===== src/rtl/pipe_stage_reg.sv =====
// Pipeline stage register with a valid/ready handshake, a 2-entry skid buffer and a synchronous flush.
// Optional macro PIPE_STAGE_PERF_EN adds the stall_count and bubble_count performance counters.
module pipe_stage_reg #(
  parameter int unsigned WIDTH          = 64,
  parameter bit          CLEAR_ON_FLUSH = 1'b1,
  parameter int unsigned CNT_W          = 32
) (
  input  logic             clk,
  input  logic             rst,
  input  logic             flush,
  input  logic             in_valid,
  output logic             in_ready,
  input  logic [WIDTH-1:0] in_data,
  output logic             out_valid,
  input  logic             out_ready,
  output logic [WIDTH-1:0] out_data
`ifdef PIPE_STAGE_PERF_EN
  ,
  output logic [CNT_W-1:0] stall_count,
  output logic [CNT_W-1:0] bubble_count
`endif
);

  typedef enum logic [1:0] {
    EMPTY = 2'd0,
    ONE   = 2'd1,
    FULL  = 2'd2
  } state_e;

  state_e           state_q;
  logic [WIDTH-1:0] main_q;
  logic [WIDTH-1:0] skid_q;
  logic             out_valid_q;
  logic             in_ready_q;
  logic             in_fire;
  logic             out_fire;

  assign in_fire   = in_valid & in_ready_q;
  assign out_fire  = out_valid_q & out_ready;
  assign in_ready  = in_ready_q;
  assign out_valid = out_valid_q;
  assign out_data  = main_q;

  // in_ready and out_valid are registered alongside the state so neither depends on out_ready.
  always_ff @(posedge clk or negedge rst) begin
    if (!rst) begin
      state_q     <= EMPTY;
      main_q      <= '0;
      skid_q      <= '0;
      out_valid_q <= 1'b0;
      in_ready_q  <= 1'b1;
    end else if (flush) begin
      state_q     <= EMPTY;
      out_valid_q <= 1'b0;
      in_ready_q  <= 1'b1;
      if (CLEAR_ON_FLUSH) begin
        main_q <= '0;
        skid_q <= '0;
      end
    end else begin
      case (state_q)
        EMPTY: begin
          if (in_fire) begin
            state_q     <= ONE;
            main_q      <= in_data;
            out_valid_q <= 1'b1;
            in_ready_q  <= 1'b1;
          end
        end
        ONE: begin
          if (in_fire && !out_fire) begin
            state_q    <= FULL;
            skid_q     <= in_data;
            in_ready_q <= 1'b0;
          end else if (!in_fire && out_fire) begin
            state_q     <= EMPTY;
            out_valid_q <= 1'b0;
          end else if (in_fire && out_fire) begin
            main_q <= in_data;
          end
        end
        FULL: begin
          if (out_fire) begin
            state_q    <= ONE;
            main_q     <= skid_q;
            in_ready_q <= 1'b1;
          end
        end
        default: begin
          state_q     <= EMPTY;
          out_valid_q <= 1'b0;
          in_ready_q  <= 1'b1;
        end
      endcase
    end
  end

`ifdef PIPE_STAGE_PERF_EN
  logic [CNT_W-1:0] stall_q;
  logic [CNT_W-1:0] bubble_q;

  // Counters are deliberately untouched by flush; they wrap naturally.
  always_ff @(posedge clk or negedge rst) begin
    if (!rst) begin
      stall_q  <= '0;
      bubble_q <= '0;
    end else begin
      if (out_valid_q && !out_ready) stall_q <= stall_q + 1'b1;
      if (!out_valid_q && out_ready) bubble_q <= bubble_q + 1'b1;
    end
  end

  assign stall_count  = stall_q;
  assign bubble_count = bubble_q;
`endif

endmodule


===== config.mk =====
export PLATFORM = sky130hd
export DESIGN_NAME = pipe_stage_reg
export DESIGN_NICKNAME = d
export VERILOG_FILES = /design/src/rtl/pipe_stage_reg.sv
export SDC_FILE = /design/constraint.sdc
export NUM_CORES = 1
export LEC_CHECK = 0
export CAP_MARGIN = 20
export CORE_MARGIN = 4
export CORE_UTILIZATION = 40
export DETAILED_ROUTE_END_ITERATION = 16
export PLACE_DENSITY = 0.65
export SYNTH_ARGS = -nofsm -noshare
export SYNTH_HDL_FRONTEND = slang
export SYNTH_SLANG_ARGS = --single-unit

===== constraint.sdc =====
create_clock -name clk -period 2.1 [get_ports clk]
set_input_delay 0.42 -clock clk [delete_from_list [all_inputs] [get_ports clk]]
set_output_delay 0.42 -clock clk [all_outputs]
set_load 0.05 [all_outputs]

After elaboration in Yosys (flattened, before gate mapping). Index checks and enable logic that the tools add are counted.

Add/sub/neg operators: 0. Multiply operators: 0. Div/mod/pow operators: 0. $lt $le $gt $ge: 0. Equality and inequality tests: 11. Shift operators: 0. Muxes and demuxes: 25. Bitwise logic cells: 2. Reductions and logical operators: 14.

Operator list (count): 2-to-1 mux 64 bit (9); one-hot mux 64 bit (3 select lines) (1); != test 3 bit, second input constant (7); 2-to-1 mux 2 bit (5); 2-to-1 mux 1 bit (7); one-hot mux 1 bit (3 select lines) (2); one-hot mux 2 bit (3 select lines) (1); AND reduction 3 bit (2); AND reduction 6 bit (1); != test 4 bit, second input constant (1); AND reduction 4 bit (1); nonzero test 2 bit (2); nonzero test 4 bit (1); logical AND 1 bit (3); AND 1 bit (2); == test 2 x 1 -> 1 bit, second input constant (1); == test 2 bit, second input constant (1); logical NOT 1 bit (2); logical NOT 2 bit (1); != test 2 bit, second input constant (1); AND reduction 2 bit (1).

Register bits: 132. Latch bits: 0. Memory bits (writable): 0. Bits in read-only memories: 0. Bits of input ports: 69. Output and inout bits: 66. Logic and storage cells: 57. Memories: 0.

Logic depth before layout (Yosys ltp).
Word-level depth: 7. Gate-level depth with buffers: 6. Depth with buffers taken out: 3.

Worst setup path before layout. No wires, ideal clock.

Kind: register to register. Start point: register out_valid_q, in the netlist out_valid. End point: register main_q[43], in the netlist out_data[43]. Setup time: 140 ps. Data arrival time: 1845 ps. Required time: 1960 ps. Setup slack: 115 ps. Stages on the path, launching flop included: 6. Path buffers: 2. Clock period less this slack: 1985 ps. Cells stage by stage: dfrtp_1 > a21bo_4 > buf_6 > a221oi_4 > buf_8 > o31ai_2.

Word-level cells in the longest chain between the ends: 5. Elaborated cells on any way between the ends: 10. Those cells by class: 4 x eq/ne; 1 x bitwise; 5 x reduce/logical.

RTL lines: start: declaration (RTL line 33) `logic out_valid_q;`; start signal: assignment (RTL line 50) `out_valid_q <= 1'b0;`; start signal: assignment (RTL line 54) `out_valid_q <= 1'b0;`; start signal: assignment (RTL line 66) `out_valid_q <= 1'b1;`; AND 1 bit (*) (RTL line 39) `assign out_fire = out_valid_q & out_ready;`; logical NOT 1 bit (RTL line 71) `if (in_fire && !out_fire) begin`; logical AND 1 bit (RTL line 71); != test 3 bit (no source line); AND reduction 6 bit (no source line) (*); end signal: assignment (RTL line 65) `main_q <= in_data;`; end signal: assignment (RTL line 79) `main_q <= in_data;`; end signal: assignment (RTL line 85) `main_q <= skid_q;`; end: declaration (RTL line 31) `logic [WIDTH-1:0] main_q;`.

Mark *: on every way between the ends. The rest lies on a longest branch, timed or not. A chain may end at the register's enable or synchronous reset.

Final worst setup path.
Start point: register main_q[30], in the netlist out_data[30]. End point: output out_data[30].

RTL lines: end: declaration (RTL line 16) `output logic [WIDTH-1:0] out_data`.

No word-level cell between the ends.

==> metrics.txt <==
number of global-route vias before repair=5821; Critical-path top delay cell=clkdlybuf4s50_1; pwr/cell area=1020 nW/µm²; clock skew=8.18 ps; count leader, synth=dfrtp_1; RSZ-0062 raised after global routing=false; Top FF cell, synth=dfrtp_1; number of synthesized flops with an enable pin=0; Clock power frac=38.9%; max-cap violation count=0; core area=16000 µm²; routed vias=5677; Routed wire per std cell=19.9 µm; final worst path period share=98.3%; gp weighted congestion=0.764; depth of the CTS H-tree=4; WP buf/inv=1; P_leak=3.39 nW; final WL=19000 µm; Synth Cell Area=6590 µm²; Chip Width=136 µm; CP Class=flip-flop to output pin; total CTS buffers=17; number of synthesized register bits=132; Switching Share=32.3%; die area=18600 µm²; sequential area share after synthesis=50.1%; syn avg cell area=10.5 µm²; Initial Util=41.2%; number of diodes=0; Cell variety after synth=32; Max stage delay on crit path=830 ps; Logic pwr share=28.1%; post-CTS setup buffer count=0; CTS tree=yes; Initial DRC Count=390; Yosys top cell by area=dfrtp_1; initial antenna violation count=0; worst-margin pin slew=512 ps; DRC=0; Detail Placement HPWL=11500 µm; critical path's top delay family=buffers and inverters; Final Hold Fails=0; first-pass GRT wire length=30600 µm; Die H=136 µm; Detail Route Antenna Nets=0; Mapped Cells=628; worst vdd ir=0.598 mV; share of layout cells above drive strength 1=10.7%; top post-synthesis cells by area=dfrtp_1 50%, mux2i_1 9.7%, o2111ai_1 8.5%, o31ai_1 6.2%, a21oi_1 5.1%; pin count of the biggest net entering global routing=73; Longest Clk Path Bufs=2; Worst-path clk slew=60 ps; Hold Crit Class=primary input to flip-flop; Rows=46; total congestion overflow=0; Final Net Count=792; Area Overhead vs Synth=35.2%; final setup fails=0; final std cells w/o fill=952; CTS sink count=132; post-layout util=55.7%; crit end category=output pin; commonest cells in the netlist=131 x dfrtp_1, 67 x a21oi_1, 65 x o21ai_0; Worst Setup Start Kind=flip-flop; DRT Pass-1 Iters=8; clock tree root buffer cell=clkbuf_16; cells along the critical path=clkdlybuf4s50_1; Avg Vias per Cell=5.96; Async SR Flop Fraction=100%; worst rel slew slack=65.8%; CP Data Arrival Time=1650 ps; Synth warnings=0; later-pin clock latency in the skew report=420 ps; CP required=1680 ps; Pint=0.00615 W; Seq pwr share=33.0%; Final min period=2070 ps; gr usage total=20.9%; Synth top area share=49.7%; Final Max Slew Viols=0; switching pwr=0.00293 W; Inst Count DP=919; status=finished, final reports clean; Mapped Nets=697; fmax=484 MHz; IO Port Bufs=134; IO Pins=135; worst-path fanout max=2
[power by group through the flow]
stage / combinational, W / clock, W / sequential, W
2_1_floorplan: 0.000969 / 0 / 0.00362
3_3_place_gp: 0.00251 / 0 / 0.00303
3_5_place_dp: 0.00255 / 0 / 0.00303
4_1_cts: 0.00256 / 0.00359 / 0.00299
5_1_grt: 0.00270 / 0.00369 / 0.00302
6_report: 0.00255 / 0.00353 / 0.00300
[registers in the layout, summed over array words and instances (netlist names)]
signal	count
state_q	2
out_valid	1
skid_q	64
out_data	64
in_ready	1
[worst paths after layout]
check	slack, ps	endpoint	start	cells past startpoint
max	30	out_data[30]	out_data[30]	1
max in group asynchronous	1190	skid_q[14]	rst	3
max reg2reg	430	out_data[10]	out_valid	4
min	400	skid_q[59]	flush	2
min reg2reg	540	out_data[61]	out_data[61]	2
min in group asynchronous	550	out_data[51]	rst	3
[routing by layer]
metal | routed length [µm] | GRT usage, % | vias to the layer above | share of wire (%)
li1 | - | - | 2628 | -
met1 | 8170 | 27.1 | 2830 | 43
met2 | 9440 | 35.1 | 194 | 50
met3 | 1020 | 3.52 | 25 | 5.4
met4 | 358 | 8.01 | 0 | 1.9
met5 | 0 | 0 | - | 0
[layout make-up]
class	count	area, µm²
clock buffers	25	526
clock inverters	7	188
fillers	1388	7090
inverters	4	15.0
multi-input cells	406	2880
flip-flops and latches	132	3300
well taps	216	270
repair buffers	162	1730
[cell families (layout without fill, tap and decap cells)]
group	after synthesis	in the layout	share of synthesized area, %
compound gates	266	266	27.8
flops	132	132	50.1
buf+inv	90	198	6.38
simple gates	76	76	5.96
mux	64	64	9.72
[through the flow]
stage	setup WS (ps)	power, W	setup TNS, ps	area (µm²)	hold slack (ps)
after floorplan	115	0.00459	0	6590	124
after global placement	20.7	0.00554	0	8180	430
after detailed placement	-7.57	0.00558	-42.9	8180	435
after CTS	4.27	0.00914	0	8900	374
after global routing	1.75	0.00942	0	8910	412
final	35.0	0.00907	0	8910	400
[placed cells by master, fill, tap and decap left out]
cell type,count
bufinv_16,6
clkbuf_1,1
nor2_1,1
and2b_4,1
a211oi_1,1
dfrtp_1,131
clkbuf_8,7
dlygate4sd3_1,1
o2111ai_1,64
nor3_1,2
mux2i_1,64
inv_2,1
o31ai_2,10
clkdlybuf4s50_1,128
buf_4,16
and3b_2,1
o31ai_1,54
clkinvlp_4,1
nand3b_1,1
nor4_1,1
dlymetal6s2s_1,2
clkbuf_16,17
inv_1,3
a21oi_1,67
a211o_1,1
and3_1,1
dfstp_2,1
a21bo_4,1
buf_12,14
o21ai_0,65
nand4b_1,1
nand3_1,64
nand2_1,2
and2_1,1
a221oi_4,1
buf_6,1
a21boi_4,1
a311o_1,1
[what timing repair did]
item / in CTS / in global routing
gates resized for setup: 0 / 2
endpoints found under the hold margin: 8 / 0
setup endpoints to repair: 0 / 2
hold buffers: 1 / 0
(Power assumes the default switching activity.)
